===== src/rtl/ps2_key_ctrl.sv =====
// PS/2 receiver FIFO consumer: pops bytes, parses E0/F0 framing into make/break events,
// tracks the held key and counts new presses. Define PS2_EXT_KEY_EN to honour the E0 prefix.
module ps2_key_ctrl #(
  parameter int CNT_W = 8
) (
  input  logic             clk,
  input  logic             clrn,
  input  logic             ready,
  input  logic [7:0]       data,
  input  logic             overflow,
  output logic             nextdata_n,
  output logic [7:0]       key_code,
  output logic             key_ext,
  output logic             key_down,
  output logic             key_make,
  output logic             key_break,
  output logic [CNT_W-1:0] press_count,
  output logic             ovf_seen
);

  // state | meaning
  // IDLE  | waiting for ready; samples and decodes the FIFO head byte
  // ACK   | pop strobe was driven low on entry; release it
  // GAP   | one idle cycle so the receiver can update ready/data
  typedef enum logic [1:0] {IDLE, ACK, GAP} state_t;

  localparam logic [7:0] B_EXT = 8'hE0;
  localparam logic [7:0] B_BRK = 8'hF0;

  state_t           state, state_nxt;
  logic             nextdata_n_nxt;
  logic [7:0]       key_code_nxt;
  logic             key_ext_nxt;
  logic             key_down_nxt;
  logic             key_make_nxt;
  logic             key_break_nxt;
  logic [CNT_W-1:0] press_count_nxt;
  logic             ovf_seen_nxt;
  logic             brk_pend, brk_pend_nxt;
  logic             ext_pend;
  logic             held_ext, held_ext_nxt;
  logic [7:0]       held_code, held_code_nxt;
  logic             is_discard;
  logic             is_ext_prefix;
  logic             held_match;

`ifdef PS2_EXT_KEY_EN
  logic ext_pend_nxt;
  assign is_ext_prefix = (data == B_EXT);
  assign is_discard    = (data == 8'hAA) || (data == 8'hFA) || (data == 8'h00);
`else
  // Without extended-key support E0 is just another ignored control byte.
  assign ext_pend      = 1'b0;
  assign is_ext_prefix = 1'b0;
  assign is_discard    = (data == 8'hAA) || (data == 8'hFA) || (data == 8'h00) ||
                         (data == B_EXT);
`endif

  assign held_match = ({ext_pend, data} == {held_ext, held_code});

  always_ff @(posedge clk or negedge clrn) begin
    if (!clrn) begin
      state       <= IDLE;
      nextdata_n  <= 1'b1;
      key_code    <= 8'h00;
      key_ext     <= 1'b0;
      key_down    <= 1'b0;
      key_make    <= 1'b0;
      key_break   <= 1'b0;
      press_count <= '0;
      ovf_seen    <= 1'b0;
      brk_pend    <= 1'b0;
      held_ext    <= 1'b0;
      held_code   <= 8'h00;
`ifdef PS2_EXT_KEY_EN
      ext_pend    <= 1'b0;
`endif
    end else begin
      state       <= state_nxt;
      nextdata_n  <= nextdata_n_nxt;
      key_code    <= key_code_nxt;
      key_ext     <= key_ext_nxt;
      key_down    <= key_down_nxt;
      key_make    <= key_make_nxt;
      key_break   <= key_break_nxt;
      press_count <= press_count_nxt;
      ovf_seen    <= ovf_seen_nxt;
      brk_pend    <= brk_pend_nxt;
      held_ext    <= held_ext_nxt;
      held_code   <= held_code_nxt;
`ifdef PS2_EXT_KEY_EN
      ext_pend    <= ext_pend_nxt;
`endif
    end
  end

  always_comb begin
    state_nxt       = state;
    nextdata_n_nxt  = 1'b1;
    key_code_nxt    = key_code;
    key_ext_nxt     = key_ext;
    key_down_nxt    = key_down;
    key_make_nxt    = 1'b0;
    key_break_nxt   = 1'b0;
    press_count_nxt = press_count;
    ovf_seen_nxt    = ovf_seen | overflow;
    brk_pend_nxt    = brk_pend;
    held_ext_nxt    = held_ext;
    held_code_nxt   = held_code;
`ifdef PS2_EXT_KEY_EN
    ext_pend_nxt    = ext_pend;
`endif

    case (state)
      IDLE: begin
        if (ready) begin
          nextdata_n_nxt = 1'b0;
          state_nxt      = ACK;
          if (is_ext_prefix) begin
`ifdef PS2_EXT_KEY_EN
            ext_pend_nxt = 1'b1;
`endif
          end else if (data == B_BRK) begin
            brk_pend_nxt = 1'b1;
          end else if (!is_discard) begin
            brk_pend_nxt = 1'b0;
`ifdef PS2_EXT_KEY_EN
            ext_pend_nxt = 1'b0;
`endif
            if (brk_pend) begin
              key_code_nxt  = data;
              key_ext_nxt   = ext_pend;
              key_break_nxt = 1'b1;
              // Releasing a key other than the held one leaves the held key down.
              if (held_match) key_down_nxt = 1'b0;
            end else if (!(key_down && held_match)) begin
              key_code_nxt    = data;
              key_ext_nxt     = ext_pend;
              held_ext_nxt    = ext_pend;
              held_code_nxt   = data;
              key_down_nxt    = 1'b1;
              key_make_nxt    = 1'b1;
              press_count_nxt = press_count + CNT_W'(1);
            end
          end
        end
      end
      ACK:     state_nxt = GAP;
      GAP:     state_nxt = IDLE;
      default: state_nxt = IDLE;
    endcase
  end

endmodule


===== config.mk =====
export PLATFORM = sky130hd
export DESIGN_NAME = ps2_key_ctrl
export DESIGN_NICKNAME = d
export VERILOG_FILES = /design/src/rtl/ps2_key_ctrl.sv
export SDC_FILE = /design/constraint.sdc
export NUM_CORES = 1
export LEC_CHECK = 0
export CORE_UTILIZATION = 49
export CTS_CLUSTER_DIAMETER = 80
export CTS_CLUSTER_SIZE = 16
export DETAILED_ROUTE_END_ITERATION = 12
export PLACE_DENSITY_LB_ADDON = 0.25
export SKIP_CTS_REPAIR_TIMING = 1
export SLEW_MARGIN = 20
export SYNTH_ARGS = -nofsm -noshare
export SYNTH_HDL_FRONTEND = slang
export SYNTH_SLANG_ARGS = --single-unit
export TNS_END_PERCENT = 100

===== constraint.sdc =====
create_clock -name clk -period 2.4 [get_ports clk]
set_clock_uncertainty 0.05 [all_clocks]
set_input_delay 0.48 -clock clk [delete_from_list [all_inputs] [get_ports clk]]
set_output_delay 0.48 -clock clk [all_outputs]
set_load 0.01 [all_outputs]

==> results of run 1 <==
Yosys cell counts, drive strengths merged:
library cell / instances
dfrtp: 31
xnor2: 8
inv: 2
nor4bb: 1
ha: 1
nor3: 1
xor2: 8
and4: 1
nor4: 4
o31ai: 1
nor2: 2
buf: 3
mux2: 17
nand2b: 1
nand2: 2
o21a: 2
or2: 1
nor3b: 1
a41oi: 1
nor2b: 1
a41o: 1
dfstp: 1
nand4: 2
and3: 4
and2: 2
conb: 1
nand3: 5
power by group through the flow:
stage | registers [mW] | clock network (mW) | logic, mW
final | 0.789 | 0.404 | 0.644
after global routing | 0.809 | 0.436 | 0.689
after CTS | 0.790 | 0.415 | 0.650
after detailed placement | 0.799 | 0 | 0.642
after global placement | 0.792 | 0 | 0.633
after floorplan | 0.822 | 0 | 0.315
layout by cell type (no fill, tap or decap), types with 2 or more instances in the layout:
| cell type | synthesis | final |
|---|---|---|
| xnor2_1 | 8 | 8 |
| nand3_1 | 4 | 4 |
| mux2_4 | 16 | 16 |
| dfrtp_1 | 31 | 31 |
| nor2_1 | 2 | 2 |
| and2_1 | 2 | 2 |
| and3_1 | 4 | 4 |
| nor4_1 | 2 | 2 |
| clkbuf_4 | 0 | 5 |
| o21a_1 | 2 | 2 |
| clkdlybuf4s50_1 | 0 | 32 |
| inv_1 | 2 | 2 |
| buf_4 | 1 | 17 |
| nand4_1 | 2 | 2 |
| xor2_1 | 8 | 8 |
| nor4_4 | 2 | 2 |
flip-flops by register name, summed over array words and instances (netlist names):
signal       count
key_code         8
key_down         1
brk_pend         1
state            2
key_break        1
ovf_seen         1
press_count      8
nextdata_n       1
held_code        8
key_make         1
cells by family (layout without fill, tap and decap cells):
kind of cell    Yosys count  count (layout)  synth area share, %
flops                    32              32                52.98
simple gates             28              28                14.88
mux                      17              17                16.61
xor+xnor                 16              16                9.257
compound gates            5               5                2.727
buf+inv                   5              59                2.480
fa+ha+maj                 1               1               0.8263
other cells               1               1               0.2477
worst paths after layout:
path	to	slack [ns]	cells after the start	startpoint
setup / recovery	key_code[3]	0.10	8	data[0]
hold / removal	ovf_seen	0.42	1	ovf_seen
setup reg to reg	key_code[3]	0.47	7	state[0]
hold reg to reg	ovf_seen	0.42	1	ovf_seen
max in group asynchronous	nextdata_n	1.50	2	clrn
min in group asynchronous	key_code[0]	0.47	2	clrn
area by class of cell:
type,count,area [µm²]
clock inverters,2,35.03
well taps,31,38.79
multi-input cells,68,674.4
flip-flops and latches,32,802.0
repair buffers,49,447.9
inverters,2,7.507
clock buffers,6,41.29
fillers,196,805.8
stage by stage:
stage / hold WS [ns] / cells
after floorplan: 0.1344 / 105
after global placement: 0.3987 / 182
after detailed placement: 0.4095 / 182
after CTS: 0.4334 / 190
after global routing: 0.4547 / 190
final: 0.4225 / 190
routing by layer:
metal	track usage (%)	up-vias
li1	-	479
met1	23.97	495
met2	31.23	35
met3	7.483	9
met4	8.362	0
met5	0	-
==> run_results.csv, run 1 <==
group,metric,value,unit
setup_path,critPathTopFamily,"buffers and inverters",
synthesis,synthesis.area,1514,µm²
finish,num_antenna_cells,0,
synthesis,ys_types,32,
setup_path,critical_path_required,2.57,ns
floorplan,fp.coreArea,2853,µm²
timing,fin_ws,0.1021,ns
placement,dp_hpwl,2.049,mm
floorplan,dieWidth,57.59,µm
power,clkPwrFrac,22.0,%
global_routing,grt_max_degree,33,
placement,gp_congestion,0.8134,
routing,viasPerCell,5.358,
power,power_frac_comb,35.1,%
setup_path,crit_chain,"clkdlybuf4s50_1 -> nor4_1 -> buf_4 -> o21a_1 -> nor2_1 -> o21a_1 -> buf_4 -> mux2_4",
routing,drc_errors,2,
synthesis,yosysSeqAreaShare,52.98,%
placement,placed_area,1971,µm²
routing,detail-route-antenna-nets,0,
routing,num_vias,1018,
finish,final_area,2047,µm²
clock_network,cts_tree,"yes",
power,swShare,29.36,%
global_routing,grt_pass1_wl,4.795,mm
timing,rsz0062_at_grt,"no",
global_routing,grtUsageTotal,19.68,%
routing,initialDrtViolationCount,19,
setup_path,crit_path_end_kind,"flip-flop",
synthesis,yosysTopAreaCell,"dfrtp_1",
clock_network,cts_max_path_buffers,2,
clock_network,insertion_delay,0.34,ns
floorplan,ios,34,
setup_path,worstPathArrival,2.47,ns
clock_network,clk_pin_slew_worst_paths,0.09,ns
timing,max_freq,435.2,MHz
global_routing,antenna_found_initial,0,
power,p_total,1.837,mW
setup_path,crit_path_top_delay_cell,"clkdlybuf4s50_1",
routing,wl_met2,1.322,mm
floorplan,die_h,57.59,µm
floorplan,start_util,53.07,%
routing,firstDrtPassIters,8,
finish,fin_util,71.75,%
floorplan,dieArea,3316,µm²
placement,portBuffers,32,
flow_run,drv_cap,0,
synthesis,syn_avg_cell_area,14.42,µm²
global_routing,grt_pass1_vias,1019,
setup_path,worstPathMaxFanout,5,
clock_network,cts_root_buffer,"clkbuf_4",
synthesis,syn-instance-count,105,
timing,post-route-period-util,95.75,%
routing,dr_wl_met3,179,µm
finish,layout-drive-gt1-share,30.82,%
timing,fin_tns_setup,0,ns
power,switchingPower,0.5394,mW
synthesis,synth-seq-cells,32,
clock_network,cts.sinks,32,
power,seqPwrFrac,42.9,%
routing,avgRoutedWirePerCell,14.98,µm
clock_network,htree_num_levels,2,
timing,fin_crit,2.298,ns
worst_hold_path,worstHoldPathType,"flip-flop to flip-flop",
synthesis,synthTopCellsByArea,"dfrtp_1 51%, mux2_4 16%, xnor2_1 4.6%",
power,p_int,1.298,mW
timing,setup_viol,0,
clock_network,cts_inserted_buffers,5,
power,p_leak,0.9199,nW
synthesis,synth_top_cell_area_share,51.24,%
placement,post-place-ws,-0.2198,ns
finish,final_nets,171,
global_routing,grt_overflow,0,
synthesis,yosysWarnings,0,
routing,top_layer_used,"met4",
routing,drt-total-wl,2.847,mm
timing,hold_viol_final,0,
power,powerDensity,897.4,nW/µm²
power,vdd_drop_max,613.4,µV
outcome,status,"complete, but fails checks",
outcome,violations,"design-rule violations",
finish,area_growth,35.21,%
routing,drt-met1-wl,1.264,mm
floorplan,rows,19,
setup_path,slowest_delay,0.50,ns
synthesis,syn_nets,118,
timing,finalMaxSlewViolations,0,
setup_path,path_class,"input pin to flip-flop",
setup_path,start_kind,"input pin",
setup_path,path_buf_inv,3,
No activity file was read; power rests on OpenSTA's default activity.
==> inputs of run 2 (changes only) <==
--- a/config.mk
+++ b/config.mk
@@ -11,6 +11,7 @@
 export DETAILED_ROUTE_END_ITERATION = 12
 export PLACE_DENSITY_LB_ADDON = 0.25
 export SKIP_CTS_REPAIR_TIMING = 1
+export SKIP_LAST_GASP = 1
 export SLEW_MARGIN = 20
 export SYNTH_ARGS = -nofsm -noshare
 export SYNTH_HDL_FRONTEND = slang
==> constraint.sdc (replaced) <==
create_clock -name clk -period 2.6 [get_ports clk]
set_clock_uncertainty 0.05 [all_clocks]
set_input_delay 0.52 -clock clk [delete_from_list [all_inputs] [get_ports clk]]
set_output_delay 0.52 -clock clk [all_outputs]
set_load 0.01 [all_outputs]
==> run 2 against run 1 <==
  * The flow still finishes with violations (design-rule violations)
  * Flip-flop and latch count unchanged
  * Hold slack improved by 0.0082 ns
  * Via count is 2.6% lower
  * Sequential share of layout area increased by 0.072 points
  * Critical endpoint unchanged
  * Worst setup slack better by 0.29 ns
  * Sequential power shrank 7.7%
  * Clock power fell by 5.7%
  * First-iteration DRC count rose by 16%
  * Global-route usage grew 0.26 points
  * Cell count fell by 0.53%
  * Cell area shrank 0.18%
  * Total power shrank 7.5%
==> run_results.csv, run 2 (synthesized netlist as in run 1, its figures left out) <==
group,metric,value,unit
setup_path,crit_path_top_delay_cell,"clkdlybuf4s50_1",
routing,detail-route-antenna-nets,0,
global_routing,grt_overflow,0,
outcome,violations,"design-rule violations",
setup_path,slowest_delay,0.49,ns
setup_path,worstPathArrival,2.38,ns
routing,drc_errors,2,
timing,max_freq,453.1,MHz
clock_network,htree_num_levels,2,
floorplan,rows,19,
finish,final_cell_mix,"32 x clkdlybuf4s50_1, 31 x dfrtp_1, 16 x mux2_4, 16 x buf_4",
routing,initialDrtViolationCount,22,
routing,firstDrtPassIters,10,
routing,viasPerCell,5.249,
power,p_int,1.194,mW
global_routing,antenna_found_initial,0,
global_routing,grtUsageTotal,19.94,%
global_routing,grt_pass1_vias,1032,
placement,dp.cells,181,
routing,drt-total-wl,2.793,mm
floorplan,dieArea,3316,µm²
power,seqPwrFrac,42.9,%
timing,setup_viol,0,
finish,stdcell_count,189,
global_routing,grt_pass1_wl,4.857,mm
clock_network,insertion_delay,0.34,ns
timing,fin_crit,2.207,ns
floorplan,fp.coreArea,2853,µm²
floorplan,dieWidth,57.59,µm
timing,fin_tns_setup,0,ns
timing,post-route-period-util,84.89,%
finish,area_growth,34.96,%
finish,layout-drive-gt1-share,31.01,%
worst_hold_path,worstHoldPathType,"flip-flop to flip-flop",
setup_path,worstPathMaxFanout,5,
routing,num_vias,992,
floorplan,die_h,57.59,µm
power,switchingPower,0.5048,mW
clock_network,cts_max_path_buffers,2,
timing,rsz0062_at_grt,"no",
setup_path,path_class,"input pin to flip-flop",
finish,multi_input_area,674.4,µm²
setup_path,crit_chain,"clkdlybuf4s50_1 -> xor2_1 -> nor4_4 -> nand3_2 -> o21a_1 -> buf_4 -> mux2_4",
power,swShare,29.71,%
clock_network,cts_inserted_buffers,5,
placement,gp_congestion,0.8141,
flow_run,drv_cap,0,
timing,finalMaxSlewViolations,0,
clock_network,clk_pin_slew_worst_paths,0.10,ns
setup_path,start_kind,"input pin",
finish,largest_registers,"held_code x8, key_code x8, press_count x8",
power,p_leak,0.9144,nW
finish,num_antenna_cells,0,
timing,hold_viol_final,0,
finish,fillers,211,
setup_path,rrSetupSlack,0.69,ns
power,power_frac_comb,34.7,%
floorplan,start_util,53.07,%
finish,final_common_cell,"clkdlybuf4s50_1",
power,powerDensity,831.5,nW/µm²
clock_network,cts_root_buffer,"clkbuf_4",
power,clkPwrFrac,22.4,%
setup_path,crit_path_end_kind,"flip-flop",
routing,avgRoutedWirePerCell,14.78,µm
finish,seq_area,802.0,µm²
placement,dp_hpwl,2.057,mm
floorplan,ios,34,
outcome,status,"complete, but fails checks",
power,vdd_drop_max,466.4,µV
setup_path,critical_path_required,2.78,ns
global_routing,grt_max_degree,33,
placement,portBuffers,32,
clock_network,cts_tree,"yes",
finish,final_nets,170,
clock_network,cts.sinks,32,
-- run 2: cell types whose count changed in the layout (fill, tap and decap cells not counted), sizes merged --
cell	delta
clkinvlp	+1
clkbuf	-1
buf	-1
-- run 2: path summary, 6_finish.rpt --
check	startpoint	to	cells past startpoint
setup / recovery	data[1]	key_code[3]	7
hold / removal	press_count[7]	press_count[7]	1
setup reg to reg	state[0]	key_code[3]	7
hold reg to reg	press_count[7]	press_count[7]	1
max in group asynchronous	clrn	nextdata_n	2
min in group asynchronous	clrn	held_code[0]	2
-- run 2: critical path, delay by kind of cell --
kind / cells / cell delay (ns)
multiplexers: 1 / 0.30
XOR/XNOR: 1 / 0.22
buffers and inverters: 2 / 0.65
AND/OR/NAND/NOR: 2 / 0.49
AO/OA/AOI/OAI: 1 / 0.20
-- run 2: stage by stage --
stage,total power [mW],instance area [µm²],hold slack (ns),worst slack (ns),util [%]
6_report,1.699,2043,0.4307,0.3929,71.62
5_1_grt,1.793,2043,0.4463,0.3105,71.62
4_1_cts,1.717,2043,0.4358,0.3787,71.62
3_5_place_dp,1.332,1963,0.4154,0.02986,68.82
3_3_place_gp,1.314,1963,0.3993,0.07594,68.82
2_1_floorplan,1.050,1514,0.1744,0.6264,-
-- run 2: cell type report --
| type | instances | area share (%) |
|---|---|---|
| inverter | 2 | 0.3674 |
| clock buffer | 5 | 1.837 |
| clock inverter | 3 | 2.082 |
| timing repair buffer | 48 | 21.56 |
| tap | 31 | 1.898 |
| sequential | 32 | 39.25 |
| multi-input combinational | 68 | 33.01 |
-- run 2: power groups by stage --
stage	Clock, mW	Combinational [mW]	Sequential, mW
3_3_place_gp	0	0.583	0.731
4_1_cts	0.389	0.598	0.730
3_5_place_dp	0	0.593	0.738
6_report	0.381	0.590	0.728
2_1_floorplan	0	0.291	0.759
5_1_grt	0.412	0.636	0.745
-- run 2: per-layer routing --
layer | wire length [µm] | GRT usage, % | part of all wire (%)
met1 | 1283 | 25.96 | 46
met2 | 1329 | 30.73 | 48
met3 | 138 | 7.029 | 4.9
met4 | 41 | 7.317 | 1.5
met5 | 0 | 0 | 0
